### src/rtl/glyph_streamer_pkg.sv
// glyph_streamer_pkg: shared FSM encoding, geometry defaults and control codes for glyph_streamer
package glyph_streamer_pkg;
  typedef enum logic [1:0] {IDLE, READ, CAPT, SEND} state_t;
  localparam int GLYPH_W = 6;
  localparam int COLS = 21;
  localparam int PAGES = 8;
  localparam logic [7:0] CH_LF = 8'h0A;
  localparam logic [7:0] CH_CR = 8'h0D;
  localparam logic [7:0] CH_QM = 8'h3F;
  function automatic logic [7:0] glyph_code(input logic [7:0] c);
    return (c >= 8'h20 && c <= 8'h7E) ? c : CH_QM;
  endfunction
endpackage

### src/rtl/glyph_streamer.sv
// glyph_streamer: turns character codes into font-ROM column bytes while tracking a text cursor
module glyph_streamer #(
  parameter int GLYPH_W = glyph_streamer_pkg::GLYPH_W,
  parameter int COLS = glyph_streamer_pkg::COLS,
  parameter int PAGES = glyph_streamer_pkg::PAGES
) (
  input  logic       clk,
  input  logic       rst,
  input  logic       ch_valid,
  input  logic [7:0] ch_data,
  output logic       ch_ready,
  input  logic       invert,
  input  logic       home,
  output logic       rom_rd,
  output logic [9:0] rom_addr,
  input  logic [7:0] rom_data,
  output logic       px_valid,
  output logic [7:0] px_data,
  output logic [6:0] px_x,
  output logic [2:0] px_page,
  output logic       px_last,
  input  logic       px_ready,
  output logic       busy
);
  import glyph_streamer_pkg::*;
  localparam int CW = $clog2(GLYPH_W + 1);
  localparam int XW = $clog2(COLS + 1);
  state_t state_q, state_d;
  logic [CW-1:0] col_idx_q, col_idx_d;
  logic [XW-1:0] cur_col_q, cur_col_d, col_h;
  logic [2:0] cur_page_q, cur_page_d, page_h, page_n;
  logic [9:0] base_q, base_d;
  logic [7:0] px_data_q, px_data_d;
  logic inv_q, inv_d, home_q, home_d, last, wrap;
  always_comb begin
    last = col_idx_q == CW'(GLYPH_W - 1);
    wrap = cur_col_q == XW'(COLS - 1);
    col_h = home ? '0 : cur_col_q;
    page_h = home ? '0 : cur_page_q;
    page_n = page_h == 3'(PAGES - 1) ? '0 : page_h + 3'd1;
    state_d = state_q;
    col_idx_d = col_idx_q;
    cur_col_d = cur_col_q;
    cur_page_d = cur_page_q;
    base_d = base_q;
    inv_d = inv_q;
    px_data_d = px_data_q;
    home_d = home_q | (home && state_q != IDLE);
    case (state_q)
      IDLE: begin
        cur_col_d = col_h;
        cur_page_d = page_h;
        if (ch_valid && (ch_data == CH_LF || ch_data == CH_CR)) begin
          cur_col_d = '0;
          cur_page_d = ch_data == CH_LF ? page_n : page_h;
        end else if (ch_valid) begin
          state_d = READ;
          col_idx_d = '0;
          base_d = 10'(int'(glyph_code(ch_data)) * GLYPH_W);
          inv_d = invert;
        end
      end
      READ: state_d = CAPT;
      CAPT: begin
        px_data_d = rom_data ^ {8{inv_q}};
        state_d = SEND;
      end
      default: if (px_ready) begin
        state_d = last ? IDLE : READ;
        col_idx_d = last ? '0 : col_idx_q + 1'b1;
        if (last) begin
          // a home seen during the glyph overrides the normal cursor advance
          home_d = 1'b0;
          cur_col_d = (home_q || home || wrap) ? '0 : cur_col_q + 1'b1;
          cur_page_d = (home_q || home) ? '0 : wrap ? page_n : cur_page_q;
        end
      end
    endcase
  end
  always_ff @(posedge clk) begin
    if (rst) begin
      state_q <= IDLE;
      col_idx_q <= '0;
      cur_col_q <= '0;
      cur_page_q <= '0;
      base_q <= '0;
      px_data_q <= '0;
      inv_q <= 1'b0;
      home_q <= 1'b0;
    end else begin
      state_q <= state_d;
      col_idx_q <= col_idx_d;
      cur_col_q <= cur_col_d;
      cur_page_q <= cur_page_d;
      base_q <= base_d;
      px_data_q <= px_data_d;
      inv_q <= inv_d;
      home_q <= home_d;
    end
  end
  assign ch_ready = state_q == IDLE;
  assign busy = state_q != IDLE;
  assign rom_rd = state_q == READ;
  assign rom_addr = rom_rd ? base_q + 10'(col_idx_q) : '0;
  assign px_valid = state_q == SEND;
  assign px_data = px_data_q;
  assign px_x = 7'(int'(cur_col_q) * GLYPH_W + int'(col_idx_q));
  assign px_page = cur_page_q;
  assign px_last = px_valid && last;
endmodule

### config.mk
export PLATFORM = sky130hd
export DESIGN_NAME = glyph_streamer
export DESIGN_NICKNAME = d
export VERILOG_FILES = /design/src/rtl/glyph_streamer_pkg.sv /design/src/rtl/glyph_streamer.sv
export SDC_FILE = /design/constraint.sdc
export NUM_CORES = 1
export LEC_CHECK = 0
export BUFFER_PORTS_ARGS = -buffer_cell sky130_fd_sc_hd__buf_2
export CORE_ASPECT_RATIO = 1.1
export CORE_MARGIN = 2
export CORE_UTILIZATION = 27
export DETAILED_ROUTE_END_ITERATION = 16
export PLACE_DENSITY = 0.54
export SYNTH_ARGS = -nofsm -noshare
export SYNTH_HDL_FRONTEND = slang
export SYNTH_SLANG_ARGS = --single-unit
### constraint.sdc
create_clock -name clk -period 1.8 [get_ports clk]
set_input_delay 0.09 -clock clk [delete_from_list [all_inputs] [get_ports clk]]
set_output_delay 0.09 -clock clk [all_outputs]
set_load 0.01 [all_outputs]
==> impl_results.md <==
- Synthesized net count: around 330
- Placed cell areas: approximately 0.0032 mm²
- # diodes: 0
- Top_reg_cell synth: dfxtp_1
- Vert. Die Dim: about 100 µm
- Area growth syn-to-layout: 44.92%
- H-tree Lvls: 2
- Post-synthesis cell type count: 55
- Final #Nets: about 440
- Via Count: 2,352
- Ys Warns: 0
- Synth async-reset ratio: 0%
- Grt ovf: 0
- Netlist area before placement: between 0.002 and 0.0025 mm²
- R2r startpoint: state_q[1]$_SDFFE_PP0P_
- Placed Cells: 487
- Multi-input gate area: a little under 0.002 mm²
- Post-Layout Cell Count: roughly 500
- Design area: around 0.0036 mm²
- CP required: 1.71 ns
- Total routed wirelength: approximately 6300 µm
- Critical path type: reg2out
- Yosys reg bits: 32
- Cell Pwr Density: between 1000 and 1500 mW/mm²
- TritonRoute pass-1 iters: 4
- Skew final: roughly 0.0055 ns
- Min Tclk post-route: ~2.0 ns
- Status: finished, violations left
- Critical path startpoint category: flop
- Share of layout cells above drive strength 1: a little over two fifths
- Initial antenna violation count: 0
- Residual DRC: 0
- Num Clock Sinks: 32
- GRT Total Usage: around 13%
- Max_cap viols: 0
- Crit. Startpoint: cur_col_q[1]$_SDFFE_PP0P_
- Failing checks: setup timing
- Post-synthesis sequential area ratio: 25.90%
- Core area: ~0.0089 mm²
- Vias per cell: between 4 and 5
- Post-synthesis average cell area: roughly 8.7 µm²
- Initial Utilization: 27.88%
- Seq. cell area: ~660 µm²
- Port bufs: 54
- Final hold vios: 0
- Fmax: ~490 MHz
- EDFF count, synth: 0
- Met1 wire length: approximately 2700 µm
- Ports: between 50 and 60
- Final period utilization: 112.2%
- Vias in the first global route: 2,279
- Row count: 36
- DR top layer: met4
- Crit path max-delay cell type: fa_2
- First-pass GRT wire length: just over 10,000 µm
- Die span in x: around 95 µm
- Routability-driven placement congestion ratio: 0.8215
- LEAKAGE: approximately 1.6 nW
- Max Slew Vio Count: 0
- Clk slew on worst S/H paths: approximately 0.07 ns
- CTS Hold Bufs: 0
- Routed wl met3: between 200 and 250 µm
- Setup TNS: -0.7290 ns
- DR WL/cell: approximately 12 µm
- # setup viols final: 4
- Max Root-Sink Buffers: 2
- Fillers: about 940
- Largest net degree at the start of global routing: 18
- Hold WC Path Type: in2reg
- CP arrival: between 1.5 and 2 ns
- Dpl hpwl: 4889 µm
- Root buffer cell: clkbuf_8
- Inserted Clock Buffers: 5
- Worst skew pair latency: 0.28 ns
- Routed met2 length: approximately 3200 µm
- Post-Synthesis Cells: about 290
- DRT antenna net count: 0
- VDD IR max: 375.9 µV
- Worst Hold Slack: a little over 0.05 ns
- Most used cell, CP: xnor2_1
- Iter 0 DRT Violations: between 50 and 60
- CP Capture Type: output port
- Max incr delay on CP: 0.39 ns
- Worst-path cell chain: buf_6 -> fa_2 -> a21o_1 -> a21oi_2 -> xnor2_1 -> xnor2_1 -> buf_2
- CTS tree: built
- Die ar.: between 0.009 and 0.01 mm²
- HP Start: invert
- Setup ws final: -0.2205 ns
- Crit path max fanout: 4
- RSZ-0062 raised after global routing: yes
final timing paths:
path	end	depth (start not counted)	slack [ns]
worst max-delay path	px_x[6]	7	-0.22
worst min-delay path	inv_q$_SDFFE_PP0P_	3	0.05
worst max register to register	cur_col_q[0]$_SDFFE_PP0P_	8	0.04
worst min register to register	px_data[6]$_SDFFE_PP0P_	2	0.48
through the flow:
stage	utilization, %	worst slack, ns	power [mW]
final	40.40	-0.2205	3.773
after global routing	40.40	-0.3180	4.081
after CTS	39.42	-0.2218	3.610
after detailed placement	36.49	-0.1639	2.959
after global placement	36.49	-0.09750	2.938
after floorplan	-	0.03236	2.278
cell families (layout without fill, tap and decap cells):
logic type,count (synthesis),after routing,share of synthesized area [%]
muxes,6,6,2.479
other,1,1,0.1516
AOI/OAI and AO/OA,64,64,20.28
adders and majority gates,27,27,14.87
xor gates and xnor gates,32,32,11.33
buffers and inverters,24,127,4.097
DFF,32,32,25.90
and+or+nand+nor,99,99,20.89
layout by cell type (no fill, tap or decap), types with 3 or more instances in the layout:
master / instances
clkbuf_8: 5
nor3_1: 3
buf_2: 54
dfxtp_1: 24
inv_1: 10
buf_4: 45
a211oi_1: 9
inv_2: 3
nand2_1: 15
nor2b_1: 3
fa_2: 3
xnor2_1: 21
nor2_1: 24
xor2_1: 10
nand3_1: 8
o21ai_0: 7
ha_4: 7
mux2i_1: 5
dfxtp_4: 3
a21o_1: 5
o21a_1: 5
o211ai_1: 3
buf_6: 5
nand2_2: 4
nor2_2: 5
and2_1: 11
a311oi_1: 3
ha_1: 15
a21oi_1: 9
a21oi_2: 3
nand2b_1: 5
dfxtp_2: 5
registers in the layout, summed over array words and instances, names as in the netlist:
signal and cells:
px_data 8, col_idx_q 3, base_q 9, cur_col_q 5, px_page 3, home_q 1
inv_q 1, state_q 2
cell type report:
class	count	share of cell area, %
sequential	32	18.36
tap	114	3.979
clock inverter	3	0.5236
multi-input combinational	229	54.66
timing repair buffer	105	19.09
inverter	14	1.466
clock buffer	5	1.920
power by group:
| part | switching [mW] | internal, mW | leakage, nW | total, mW |
|---|---|---|---|---|
| logic | 1.09 | 1.09 | 1.28 | 2.18 |
| registers | 0.149 | 0.887 | 0.266 | 1.04 |
| clock network | 0.285 | 0.269 | 0.0479 | 0.554 |
| total | 1.53 | 2.25 | 1.60 | 3.77 |
critical path, delay by kind of cell, from the launching register on:
family / cells / cell delay, ns
buffers and inverters: 2 / 0.28
DFF: 1 / 0.37
adders and majority gates: 1 / 0.39
AOI/OAI and AO/OA: 2 / 0.32
xor gates and xnor gates: 2 / 0.29
Yosys cell counts, types with 3 or more instances:
| library cell | number | area (µm²) |
|---|---|---|
| o21ai_0 | 7 | 35.03 |
| dfxtp_1 | 32 | 640.6 |
| nand2_1 | 19 | 71.32 |
| a311oi_1 | 3 | 26.28 |
| a21oi_1 | 12 | 60.06 |
| mux2i_1 | 5 | 50.05 |
| a21o_1 | 5 | 37.54 |
| nand2b_1 | 7 | 43.79 |
| ha_1 | 23 | 287.8 |
| nor2b_1 | 4 | 25.02 |
| nor2_1 | 29 | 108.9 |
| o21a_1 | 5 | 37.54 |
| fa_1 | 4 | 80.08 |
| xor2_1 | 10 | 87.58 |
| xnor2_1 | 22 | 192.7 |
| o211ai_1 | 3 | 22.52 |
| nand3_1 | 9 | 45.04 |
| a211oi_1 | 9 | 67.56 |
| inv_1 | 13 | 48.80 |
| clkbuf_1 | 8 | 30.03 |
| nor3_1 | 4 | 20.02 |
| and2_1 | 12 | 75.07 |
metal layers:
layer / GRT usage, % / vias to the layer above
met5: 0 / -
met1: 15.37 / 1101
met3: 3.261 / 4
li1: - / 1210
met4: 3.209 / 0
met2: 22.08 / 37
repair_timing:
| item | 4_1_cts | 5_1_grt |
|---|---|---|
| endpoints found under the setup margin | 15 | 17 |
| pin swaps | 18 | 20 |
| setup buffers | 2 | 5 |
| gates resized for setup | 36 | 16 |
No activity file was read; power rests on OpenSTA's default activity.
